[src/rtl/mux_scan_sequencer.sv]
// Scan sequencer for a 4:1 channel mux: steps the selects through channels 0..3,
// waits a settle time on each, samples the mux output and offers the 4-bit frame
// on a valid/ready handshake.
module mux_scan_sequencer #(
   parameter int unsigned SETTLE_CYCLES = 2
) (
   input  logic       clk,
   input  logic       rst,
   input  logic       start,
   input  logic       mux_out,
   output logic       s1,
   output logic       s0,
   output logic [3:0] frame_data,
   output logic       frame_valid,
   input  logic       frame_ready,
   output logic       busy
);

   typedef enum logic [1:0] {
      IDLE,
      SETTLE,
      SAMPLE,
      HOLD
   } state_t;

   // With no settle time each channel goes straight to SAMPLE, so SETTLE is skipped.
   localparam state_t     scan_entry  = (SETTLE_CYCLES == 0) ? SAMPLE : SETTLE;
   localparam logic [3:0] settle_last = (SETTLE_CYCLES == 0) ? 4'd0 : 4'(SETTLE_CYCLES - 1);

   state_t     state, state_nxt;
   logic [1:0] channel, channel_nxt;
   logic [3:0] cnt, cnt_nxt;
   logic [3:0] shadow, shadow_nxt;
   logic [3:0] data_nxt;
   logic       valid_nxt;

   // NOTE: sequential state uses non-blocking assignments so every flop samples
   // the pre-edge values; the small shadow register is reset like the other state.
   always_ff @(posedge clk or posedge rst) begin
      if (rst) begin
         state       <= IDLE;
         channel     <= 2'd0;
         cnt         <= 4'd0;
         shadow      <= 4'd0;
         frame_data  <= 4'd0;
         frame_valid <= 1'b0;
      end else begin
         state       <= state_nxt;
         channel     <= channel_nxt;
         cnt         <= cnt_nxt;
         shadow      <= shadow_nxt;
         frame_data  <= data_nxt;
         frame_valid <= valid_nxt;
      end
   end

   // NOTE: every value is defaulted to its current state first, so no path
   // through the case statement can infer a latch.
   always_comb begin
      state_nxt   = state;
      channel_nxt = channel;
      cnt_nxt     = cnt;
      shadow_nxt  = shadow;
      data_nxt    = frame_data;
      valid_nxt   = frame_valid;

      case (state)
         IDLE: begin
            if (start) begin
               state_nxt   = scan_entry;
               channel_nxt = 2'd0;
               cnt_nxt     = 4'd0;
            end
         end

         SETTLE: begin
            cnt_nxt = cnt + 4'd1;
            if (cnt == settle_last) begin
               state_nxt = SAMPLE;
            end
         end

         SAMPLE: begin
            shadow_nxt[channel] = mux_out;
            cnt_nxt             = 4'd0;
            if (channel == 2'd3) begin
               // Bit 3 comes straight from mux_out; the shadow copy lands a cycle late.
               data_nxt    = {mux_out, shadow[2:0]};
               valid_nxt   = 1'b1;
               channel_nxt = 2'd0;
               state_nxt   = HOLD;
            end else begin
               channel_nxt = channel + 2'd1;
               state_nxt   = scan_entry;
            end
         end

         HOLD: begin
            if (frame_ready) begin
               valid_nxt = 1'b0;
               if (start) begin
                  state_nxt   = scan_entry;
                  channel_nxt = 2'd0;
                  cnt_nxt     = 4'd0;
               end else begin
                  state_nxt = IDLE;
               end
            end
         end

         default: state_nxt = IDLE;
      endcase
   end

   assign s1   = channel[1];
   assign s0   = channel[0];
   assign busy = (state != IDLE);

endmodule

[config.mk]
export PLATFORM = sky130hd
export DESIGN_NAME = mux_scan_sequencer
export DESIGN_NICKNAME = d
export VERILOG_FILES = /design/src/rtl/mux_scan_sequencer.sv
export SDC_FILE = /design/constraint.sdc
export NUM_CORES = 1
export LEC_CHECK = 0
export ABC_AREA = 1
export BUFFER_PORTS_ARGS = -buffer_cell sky130_fd_sc_hd__buf_2
export CORE_MARGIN = 4
export CORE_UTILIZATION = 35
export DETAILED_ROUTE_END_ITERATION = 10
export PLACE_DENSITY = 0.57
export SYNTH_ARGS = -nofsm -noshare
export SYNTH_HDL_FRONTEND = slang
export SYNTH_SLANG_ARGS = --single-unit
[constraint.sdc]
create_clock -name clk -period 1.25 [get_ports clk]
set_input_delay 0.0625 -clock clk [delete_from_list [all_inputs] [get_ports clk]]
set_output_delay 0.0625 -clock clk [all_outputs]
set_load 0.005 [all_outputs]
Word-level counts from Yosys, hierarchy flattened:

Index checks and enable logic that the tools add are counted.

* bits in registers: 17
* bits in latches: 0
* bits in writable memories: 0
* memory bits (read-only): 0
* output and inout port bits: 8
* logic and storage cells: 47
* memories: 0

* add/subtract/negate cells: 2
* multipliers: 0
* div/mod/pow operators: 0
* magnitude comparators: 2
* equality and inequality tests: 9
* shifts and indexed selects: 0
* mux-type cells: 19
* bitwise operators: 0
* reductions and logical operators: 9

Operators with widths (count)
* one-hot mux 4 bit (4 select lines): 1
* two-way mux 2 bit: 7
* two-way mux 4 bit: 2
* inequality test 2 bit, second input constant: 4
* one-hot mux 2 bit (4 select lines): 1
* equality test 2 bit, second input constant: 3
* one-hot mux 2 bit (3 select lines): 1
* AND reduction 3 bit: 2
* adder 4 x 1 -> 4 bit, second input constant: 1
* bitwise mux 4 bit: 1
* equality test 4 x 1 -> 1 bit, second input constant: 1
* two-way mux 1 bit: 4
* AND reduction 2 bit: 2
* nonzero test 2 bit: 2
* < comparator 2 x 3 -> 1 bit, second input constant: 1
* nonzero test 3 bit: 1
* adder 2 x 1 -> 2 bit, second input constant: 1
* demux 1 bit (select 2 bit): 1
* equality test 2 x 1 -> 1 bit, second input constant: 1
* >= comparator 2 x 1 -> 1 bit, second input constant: 1
* zero test 2 bit: 1
* one-hot mux 1 bit (2 select lines): 1
* logical AND 1 bit: 1

Logic depth before layout (Yosys ltp):

* depth in word-level cells: 5
* depth in mapped cells: 6

Worst setup path before layout:

Ideal clock, no wire load.

* path type: reg-to-reg
* from: register cnt[0]
* to: register cnt[2]
* library setup time: 117 ps
* arrival time: 978 ps
* required time: 1133 ps
* slack: 155 ps
* cell stages (with the launch flop): 5
* buffers on the path: 0
* period minus slack after synthesis: 1095 ps
* cell sequence: dfrtp_1 -> ha_1 -> or2_2 -> nand3_1 -> nand2_1

* cells in the longest elaborated chain, start to end: 2

Ends and longest elaborated chain
* from (decl): line 32 `logic [3:0] cnt, cnt_nxt;`
* from (signal assigned): line 50 `cnt <= cnt_nxt;`
* adder 4 x 1 -> 4 bit: line 77 `cnt_nxt = cnt + 4'd1;`
* one-hot mux 4 bit (4 select lines): line 67 `case (state)`

No other way between the ends.
A chain may end at the register's enable or synchronous reset.

Final worst setup path:

Ends and elaborated chain as after synthesis.

==> out/metrics.yaml <==
start_util: 0.3654
dp_hpwl_um: 1086
synthAdderAreaFrac: 0.09288
setup_violations: 0
yosys_warnings: 0
initialDrtViolationCount: 13
cp-start-kind: "flop"
route.vias.total: 639
synth_seq_area_share: 0.4954
postSynthCellCount: 99
clock_latency_ps: 280
routed_wl_um: 1463
synth_xor_area_frac: 0
hp-start: "frame_ready"
grt_pass1_wl_um: 2663
ir_drop_mv: 1.000
die_x_um: 56.06
fin_crit_sh: 0.9143
synth_top_family_by_area: "simple AND/OR/NAND/NOR gates"
arrival_ps: 1330
grt-ovfl-total: 0
max_freq_mhz: 875.0
worst-endpoint-required_ps: 1430
final-instance-count-excl-fill: 147
synth-compound-area-share: 0.04025
ys_types: 14
final_layout_size_suffix_gt1_frac: 0.2353
cellPowerDensity_nw_per_um2: 2200
diodes: 0
relSlewSlack: 0.8583
nets: 131
ys.flop_type: "dfrtp_1"
post-place-ws_ps: 98.13
synth.net_count: 110
seqPwrFrac: 0.447
yosys.area.top_type: "dfrtp_1"
synthMostInstantiatedCell: "nand2_1"
io_buffers: 12
fin_ws_ps: 107.1
drc: 0
maxSlewViolCount: 0
fp.dieH_um: 56.06
p_total_mw: 2.145
p_leak_nw: 0.5486
worst_pin_slew_ps: 212.6
finalWeightedCongestion: 0.8176
h-tree-depth: 1
grtUsageTotal: 0.1052
hold_path_class: "input port to flop"
p_clk_frac: 0.161
endpoint_kind: "flop"
ant_nets: 0
tns_ps: 0
viasPerCell: 4.347
whs_ps: 61.16
dp_cells: 140
power.internal_mw: 1.312
yosys-top-cells-count: "nand2_1, dfrtp_1, inv_1"
grt_pass1_vias: 633
io_pins: 13
finalHoldViolCount: 0
synthMuxAreaShare: 0
swShare: 0.3881
worstPathMaxFanout: 6
clockBufferDepth: 2
synth_enable_flop_cells: 0
synth_top_area_frac: 0.4954
synth-seq-cells: 16
period_needed_ps: 1143
async_reset_ff_frac: 1.000
clkTransAtPathRegs_ps: 100
crit_start: "cnt[0]$_DFFE_PP0P_"
max_cap_viol_count: 0
r2r-start: "cnt[0]$_DFFE_PP0P_"
cts_tree: "done"
grt_max_degree: 17
synthSimpleGateAreaFrac: 0.3111
areaGrowthSynthToFinish_pct: 20.59
grt_antenna_before_repair: 0
switchingPower_mw: 0.8323
clkSinkCount: 16
outcome: "finished clean"
syn_area_um2: 808.3
fin_skew_ps: 2.650
core_um2: 2212
dieArea_um2: 3142
drt-pass1-iter-count: 4
syn_area_per_cell_um2: 8.164
clock-root-buffer: "clkbuf_4"
avgRoutedWirePerCell_um: 9.952
ys_top_cells_by_area: "dfrtp_1, nand2_1, ha_1, inv_1, nand3_1"
cts_buffers: 3
rows: 17
criticalPathCategory: "flop to flop"
power_frac_comb: 0.392
## placed cells by master, fill, tap and decap left out
cell type      count
clkbuf_8           1
dlygate4sd3_1      1
a21oi_1            1
buf_4              3
buf_2             12
nor2_1             2
inv_1             11
o21bai_1           1
ha_1               6
o21ai_0            4
nand3_1            8
nand2_1           42
or2_2              3
nand2_4            1
clkbuf_4           3
nand4_1            1
nand3_2            1
inv_2              2
dfrtp_1           14
dfrtp_2            2
## worst paths after layout
check                                                  to  slack (ps)  cells past startpoint
min in group asynchronous       frame_data[2]$_DFFE_PP0P_         320                      4
worst max-delay path                   cnt[2]$_DFFE_PP0P_         110                      4
worst min-delay path              frame_valid$_DFFE_PP0P_          60                      4
max in group asynchronous              cnt[0]$_DFFE_PP0P_         730                      4
worst min register to register  frame_data[2]$_DFFE_PP0P_         480                      2
worst max register to register         cnt[2]$_DFFE_PP0P_         110                      4
## through the flow
step | area [um^2] | util
CTS | 957.2 | 0.4327
floorplan | 808.3 | -
global route | 974.7 | 0.4406
detailed placement | 910.9 | 0.4118
finish | 974.7 | 0.4406
global placement | 910.9 | 0.4118
## cells by family (layout without fill, tap and decap cells)
group           after synthesis  count (layout)
fa+ha+maj                     6               6
buf+inv                      13              33
compound gates                6               6
flops                        16              16
simple gates                 58              58
## routing by layer
| layer | track usage | up-vias | part of all wire |
|---|---|---|---|
| met4 | 0.05085 | 0 | 0.0096 |
| met3 | 0.01856 | 2 | 0.039 |
| li1 | - | 345 | - |
| met2 | 0.1469 | 10 | 0.43 |
| met1 | 0.1541 | 282 | 0.52 |
| met5 | 0 | - | 0 |
## worst max-delay path, stage by stage, from the launching register on
cell     delay (ps)
dfrtp_2         450
ha_1            210
or2_2           270
nand3_1          60
nand2_1          50
## power groups by stage
stage | clock (mW) | sequential [mW] | combinational [mW]
final | 0.345 | 0.958 | 0.841
after global routing | 0.377 | 1.01 | 0.996
after CTS | 0.355 | 0.957 | 0.807
after detailed placement | 0 | 0.964 | 0.803
after global placement | 0 | 0.959 | 0.803
after floorplan | 0 | 0.935 | 0.560
## area by class of cell
cell class	instances	area, um^2
inverters	13	48.80
fillers	229	1237
multi-input cells	70	359.1
flip-flops and latches	16	402.9
well taps	28	35.03
clock buffers	4	36.28
repair buffers	16	92.59
## timing repair
item | in CTS | in global routing
endpoints found under the hold margin | 16 | 0
hold buffers | 1 | 0
setup endpoints to repair | 0 | 5
setup buffers | 0 | 2
gates resized for setup | 0 | 2
## registers in the layout, indices dropped and copies added (netlist names)
| register | count |
|---|---|
| cnt | 4 |
| frame_data | 4 |
| channel | 2 |
| state | 2 |
| frame_valid | 1 |
| shadow | 3 |
No activity file was read; power rests on OpenSTA's default activity.
